**src/rtl/psum_accumulator_pkg.sv**
```systemverilog
// Shared partial-sum definitions for the fusion unit
// and the psum accumulator.
package psum_pkg;

  localparam int PSUM_W = 18;
  localparam int LANE_W = 9;

  typedef enum logic [1:0] {
    IDLE  = 2'd0,
    ACCUM = 2'd1,
    HOLD  = 2'd2
  } state_e;

  function automatic logic is_packed(
    input logic [2:0] weight_width
  );
    return weight_width[1] | weight_width[0];
  endfunction

endpackage

```
**src/rtl/psum_accumulator_unpack.sv**
```systemverilog
// Splits one psum beat into two extended lanes
// (packed) or one extended total (full).
module psum_unpack
  import psum_pkg::*;
#(
  parameter int ACC_W = 32
) (
  input  logic [PSUM_W-1:0] psum_in,
  input  logic              packed_mode,
  input  logic              is_signed,
  output logic [ACC_W-1:0]  lane0,
  output logic [ACC_W-1:0]  lane1
);

  logic [LANE_W-1:0] lo;
  logic [LANE_W-1:0] hi;
  logic              lo_sx;
  logic              hi_sx;
  logic              full_sx;

  assign lo      = psum_in[LANE_W-1:0];
  assign hi      = psum_in[PSUM_W-1:LANE_W];
  assign lo_sx   = is_signed & lo[LANE_W-1];
  assign hi_sx   = is_signed & hi[LANE_W-1];
  assign full_sx = is_signed & psum_in[PSUM_W-1];

  always_comb begin
    if (packed_mode) begin
      lane0 = {{(ACC_W-LANE_W){lo_sx}}, lo};
      lane1 = {{(ACC_W-LANE_W){hi_sx}}, hi};
    end else begin
      lane0 = {{(ACC_W-PSUM_W){full_sx}}, psum_in};
      lane1 = '0;
    end
  end

endmodule

```
**src/rtl/psum_accumulator.sv**
```systemverilog
// Accumulates psum beats into per-group lane totals
// and presents them on a valid/ready port.
module psum_accumulator
  import psum_pkg::*;
#(
  parameter int ACC_W = 32,
  parameter int LEN_W = 8
) (
  input  logic              clk,
  input  logic              rst,
  input  logic [2:0]        cfg_weight_width,
  input  logic              cfg_signed,
  input  logic [LEN_W-1:0]  acc_len,
  input  logic [PSUM_W-1:0] psum_in,
  input  logic              psum_valid,
  output logic              psum_ready,
  output logic [ACC_W-1:0]  acc_out0,
  output logic [ACC_W-1:0]  acc_out1,
  output logic              acc_packed,
  output logic              acc_valid,
  input  logic              acc_ready
);

  state_e             state_q, state_d;
  logic [LEN_W-1:0]   cnt_q, cnt_d;
  logic [LEN_W-1:0]   len_q, len_d;
  logic               packed_q, packed_d;
  logic               signed_q, signed_d;
  logic [ACC_W-1:0]   acc0_q, acc0_d;
  logic [ACC_W-1:0]   acc1_q, acc1_d;
  logic               valid_q, valid_d;

  logic               beat;
  logic               in_idle;
  logic               use_packed;
  logic               use_signed;
  logic [LEN_W-1:0]   eff_len;
  logic [LEN_W-1:0]   cnt_inc;
  logic [ACC_W-1:0]   lane0;
  logic [ACC_W-1:0]   lane1;

  assign psum_ready = (state_q != HOLD);
  assign beat       = psum_valid & psum_ready;
  assign in_idle    = (state_q == IDLE);
  assign eff_len    = (acc_len == '0) ? LEN_W'(1) : acc_len;
  assign cnt_inc    = cnt_q + LEN_W'(1);

  // Live config only steers the first beat of a group.
  assign use_packed = in_idle ? is_packed(cfg_weight_width)
                              : packed_q;
  assign use_signed = in_idle ? cfg_signed : signed_q;

  psum_unpack #(
    .ACC_W (ACC_W)
  ) u_unpack (
    .psum_in     (psum_in),
    .packed_mode (use_packed),
    .is_signed   (use_signed),
    .lane0       (lane0),
    .lane1       (lane1)
  );

  always_comb begin
    state_d  = state_q;
    cnt_d    = cnt_q;
    len_d    = len_q;
    packed_d = packed_q;
    signed_d = signed_q;
    acc0_d   = acc0_q;
    acc1_d   = acc1_q;
    valid_d  = valid_q;
    case (state_q)
      IDLE: begin
        if (beat) begin
          packed_d = use_packed;
          signed_d = use_signed;
          len_d    = eff_len;
          acc0_d   = lane0;
          acc1_d   = lane1;
          cnt_d    = LEN_W'(1);
          if (eff_len == LEN_W'(1)) begin
            state_d = HOLD;
            valid_d = 1'b1;
          end else begin
            state_d = ACCUM;
          end
        end
      end
      ACCUM: begin
        if (beat) begin
          acc0_d = acc0_q + lane0;
          acc1_d = acc1_q + lane1;
          cnt_d  = cnt_inc;
          if (cnt_inc == len_q) begin
            state_d = HOLD;
            valid_d = 1'b1;
          end
        end
      end
      HOLD: begin
        if (acc_ready) begin
          state_d = IDLE;
          valid_d = 1'b0;
        end
      end
      default: begin
        state_d = IDLE;
        valid_d = 1'b0;
      end
    endcase
  end

  always_ff @(posedge clk) begin
    if (rst) begin
      state_q  <= IDLE;
      cnt_q    <= '0;
      len_q    <= '0;
      packed_q <= 1'b0;
      signed_q <= 1'b0;
      acc0_q   <= '0;
      acc1_q   <= '0;
      valid_q  <= 1'b0;
    end else begin
      state_q  <= state_d;
      cnt_q    <= cnt_d;
      len_q    <= len_d;
      packed_q <= packed_d;
      signed_q <= signed_d;
      acc0_q   <= acc0_d;
      acc1_q   <= acc1_d;
      valid_q  <= valid_d;
    end
  end

  assign acc_out0   = acc0_q;
  assign acc_out1   = acc1_q;
  assign acc_packed = packed_q;
  assign acc_valid  = valid_q;

endmodule

```
**config.mk**
```make
export PLATFORM = sky130hd
export DESIGN_NAME = psum_accumulator
export DESIGN_NICKNAME = d
export VERILOG_FILES = /design/src/rtl/psum_accumulator_pkg.sv /design/src/rtl/psum_accumulator_unpack.sv /design/src/rtl/psum_accumulator.sv
export SDC_FILE = /design/constraint.sdc
export NUM_CORES = 1
export LEC_CHECK = 0
export BUFFER_PORTS_ARGS = -buffer_cell sky130_fd_sc_hd__buf_4
export CORE_MARGIN = 8
export CORE_UTILIZATION = 35
export CTS_CLUSTER_SIZE = 10
export DETAILED_ROUTE_END_ITERATION = 7
export GPL_TIMING_DRIVEN = 0
export SLEW_MARGIN = 25
export SYNTH_ARGS = -nofsm -noshare
export SYNTH_HDL_FRONTEND = slang
export SYNTH_SLANG_ARGS = --single-unit
export TNS_END_PERCENT = 5
```
**constraint.sdc**
```tcl
create_clock -name clk -period 5.3 [get_ports clk]
set_input_delay 0.265 -clock clk [delete_from_list [all_inputs] [get_ports clk]]
set_output_delay 0.265 -clock clk [all_outputs]
set_load 0.02 [all_outputs]
```
==> flow_metrics.env <==
export IMPL_ioPinCount=101
export IMPL_cp_buffers_inverters=3
export IMPL_skew_ns=0.00932
export IMPL_synth_area_mm2=0.00721
export IMPL_rsz0062_at_grt="no"
export IMPL_ys_seq_area_share_pct=23.6
export IMPL_r2r_start="state_q[1]"
export IMPL_worst_setup_path_start_kind="register"
export IMPL_grt_overflow=0
export IMPL_hpwl_um=19300
export IMPL_cts_resized_gates=0
export IMPL_yosysUniqueCellTypes=74
export IMPL_initial_core_util_pct=35.7
export IMPL_peakVddDrop_v=0.000177
export IMPL_reg2reg_to="acc_out1[31]"
export IMPL_cts_sinks=85
export IMPL_cts_tree="yes"
export IMPL_synth_net_count=1070
export IMPL_drt_wl_total_um=25200
export IMPL_finalPower_mw=2.44
export IMPL_slew_viol_final=0
export IMPL_worstHoldEndpoint="len_q[7]"
export IMPL_hold_path_class="input port to register"
export IMPL_yosysWarnings=0
export IMPL_critPathMaxStageDelay_ns=0.57
export IMPL_io_buffers=99
export IMPL_worst_ep_required_time_ns=5.54
export IMPL_timing_critical_path_from="state_q[1]"
export IMPL_first_iter_violations=538
export IMPL_fill_cells=2117
export IMPL_vias=7668
export IMPL_synthXorXnorAreaFrac_pct=4.86
export IMPL_antenna_found_initial=0
export IMPL_die_area_mm2=0.0255
export IMPL_leakage_nw=3.78
export IMPL_status="finished clean"
export IMPL_final_util_pct=42.4
export IMPL_synthMuxAreaShare_pct=2.46
export IMPL_drive_above_1_share_pct=13.9
export IMPL_grt_pass1_vias=7354
export IMPL_fin_crit_ns=4.65
export IMPL_ys_seq_elements=85
export IMPL_synth_cells=971
export IMPL_path_cells="buf_2, nor2_1, mux2i_1, nand2b_1, inv_1, ha_1, clkbuf_1, a21oi_1, o21ai_0, a2111oi_0, a211oi_1, a21oi_1, mux4_2, a211oi_1, nor2_1"
export IMPL_worstPathArrival_ns=4.89
export IMPL_synth_edff_count=0
export IMPL_n_antenna_cell=0
export IMPL_post_cts_buffers=0
export IMPL_crit_fanout=23
export IMPL_setup_slack_ns=0.653
export IMPL_synth_top_family_by_area="compound AO/OA/AOI/OAI gates"
export IMPL_regToRegSetupSlack_ns=0.65
export IMPL_worst_path_stages=15
export IMPL_grt_max_degree=24
export IMPL_synth_adder_area_share_pct=11.5
export IMPL_areaGrowthSynthToFinish_pct=19.0
export IMPL_powerDensity_mw_per_mm2=284
export IMPL_cp_slowest_cell="a2111oi_0"
export IMPL_synthArstFlopShare_pct=0
export IMPL_fin_crit_sh_pct=87.7
export IMPL_end_kind="register"
export IMPL_path_delay_family="compound AO/OA/AOI/OAI gates"
export IMPL_hold_depth=3
export IMPL_clkLatencyLatePin_ns=0.37
export IMPL_maxCapViolations=0
export IMPL_finalHoldViolCount=0
export IMPL_preCtsSetupSlack_ns=0.676
export IMPL_clock_fmax_ghz=0.215
export IMPL_clk_pin_slew_ns=0.07
export IMPL_fin_nets=1180
export IMPL_r2r_cells=15
export IMPL_hold_buffers=0
export IMPL_critical_path_class="register to register"
export IMPL_synth_compound_area_share_pct=31.1
export IMPL_worst_pin_slew_ns=0.881
export IMPL_yosys_most_used_dff="dfxtp_1"
export IMPL_grt_pass1_wl_um=39800
export IMPL_setup_tns_ns=0
export IMPL_clockRootBuffer="clkbuf_16"
export IMPL_dr_pass1_iters=5
export IMPL_clockBufferDepth=2
export IMPL_track_usage_pct=19.3
export IMPL_core_area_mm2=0.0202
export IMPL_yosys_area_share_simple_pct=22.5
export IMPL_cts_buffers=9
export IMPL_setup_viol=0
export IMPL_route_detailed_drc=0
export IMPL_hp_start="acc_len[7]"
export IMPL_fp_row_count=52
export IMPL_relSlewSlack_pct=41.1
export IMPL_ctsHtreeMaxLevel=3
export IMPL_die_x_um=160
export IMPL_vias_per_cell=5.65
export IMPL_wl_per_cell_um=18.6
export IMPL_ant_nets=0
export IMPL_gp_congestion=0.923
export IMPL_syn_area_per_cell_um2=7.43
export IMPL_dieHeight_um=160
worst max path at each step:
stage | to | slack [ns]
2_1_floorplan | acc_out1[31] | 1.55
3_3_place_gp | acc_out1[31] | 0.73
3_5_place_dp | acc_out1[31] | 0.68
4_1_cts | acc_out1[31] | 0.62
5_1_grt | acc_out1[31] | 0.21
6_report | acc_out1[31] | 0.65
per-stage QoR:
step,area (um2),hold WS (ns),std cells
4_1_cts,8590,0.137,1356
5_1_grt,8590,0.150,1356
3_5_place_dp,8300,0.470,1340
6_report,8590,0.146,1356
2_1_floorplan,7210,0.401,971
3_3_place_gp,8300,0.461,1340
cells by family (layout without fill, tap and decap cells):
kind of cell             count (synthesis)  count (layout)
AO/OA/AOI/OAI                          347             347
XOR/XNOR                                40              40
adder cells (fa/ha/maj)                 65              65
buffers and inverters                   72             187
flip-flops                              85              85
multiplexers                            16              16
AND/OR/NAND/NOR                        346             346
sequential cells by signal, summed over array words and instances (netlist names):
signal      cells
cnt_q           8
acc_out1       32
acc_packed      1
signed_q        1
state_q         2
acc_valid       1
len_q           8
acc_out0       32
Yosys cell counts (all sizes together) (4+ instances only):
master / n / share of area, %
a211oi: 36 / 3.7
mux2i: 11 / 1.5
nor4: 6 / 0.52
o31ai: 5 / 0.52
dfxtp: 85 / 24
and3: 22 / 1.9
mux2: 4 / 0.62
buf: 17 / 1.2
nor3: 27 / 1.9
o21bai: 7 / 0.73
nand4: 7 / 0.61
a31o: 4 / 0.49
o21a: 5 / 0.52
o21ai: 74 / 5.2
or4: 4 / 0.47
clkbuf: 33 / 1.7
o211ai: 11 / 1.1
nand2: 89 / 4.6
a31oi: 6 / 0.61
nor2b: 5 / 0.43
nand3: 27 / 2.0
or2: 5 / 0.43
xnor2: 30 / 3.6
inv: 22 / 1.1
nand2b: 8 / 0.80
ha: 63 / 11
o221ai: 9 / 1.1
xor2: 10 / 1.2
or3: 9 / 0.78
a311oi: 6 / 0.73
a21oi: 111 / 8.0
a21o: 38 / 4.0
and2: 8 / 0.73
nor2: 121 / 6.3
worst min-delay path, stage by stage:
cell and delay (ns):
buf_4 0.11, nand2_1 0.05, a21oi_1 0.05
metal layers:
metal / track usage [%] / wire [um] / vias up / share of wire, %
li1: - / - / 3821 / -
met1: 24.9 / 11600 / 3586 / 46
met2: 30.7 / 11200 / 227 / 44
met3: 5.87 / 1950 / 34 / 7.7
met4: 5.19 / 479 / 0 / 1.9
met5: 0 / 0 / - / 0
power breakdown:
part / internal, mW / total [mW] / switching [mW]
clock: 0.331 / 0.650 / 0.319
combinational: 0.396 / 1.03 / 0.632
sequential: 0.699 / 0.760 / 0.0607
total: 1.43 / 2.44 / 1.01
cell type report:
cell class / count / area [um2] / area share, %
buffer: 50 / 208 / 2.42
clock buffer: 9 / 225 / 2.62
clock inverter: 7 / 65.1 / 0.758
inverter: 22 / 82.6 / 0.962
multi-input combinational: 814 / 5220 / 60.8
sequential: 85 / 1700 / 19.8
tap: 270 / 338 / 3.93
timing repair buffer: 99 / 743 / 8.66
cell usage in the layout (no fill, tap or decap), types with 4 or more instances in the layout:
| cell type | count |
|---|---|
| a211oi_1 | 36 |
| a21o_1 | 38 |
| a21oi_1 | 108 |
| a311oi_1 | 6 |
| a31o_2 | 4 |
| a31oi_1 | 5 |
| and2_1 | 7 |
| and3_1 | 22 |
| buf_1 | 8 |
| buf_2 | 7 |
| buf_4 | 100 |
| clkbuf_1 | 33 |
| clkbuf_16 | 9 |
| dfxtp_1 | 85 |
| ha_1 | 63 |
| inv_1 | 22 |
| mux2_2 | 4 |
| mux2i_1 | 11 |
| nand2_1 | 89 |
| nand2b_1 | 7 |
| nand3_1 | 26 |
| nand4_1 | 7 |
| nor2_1 | 121 |
| nor2b_1 | 5 |
| nor3_1 | 26 |
| nor4_1 | 6 |
| o211ai_1 | 11 |
| o21a_1 | 5 |
| o21ai_0 | 71 |
| o21bai_1 | 7 |
| o221ai_1 | 9 |
| o31ai_1 | 5 |
| or2_2 | 5 |
| or3_1 | 9 |
| xnor2_1 | 30 |
| xor2_1 | 10 |
Note: power is estimated with default switching activity, not from simulation.
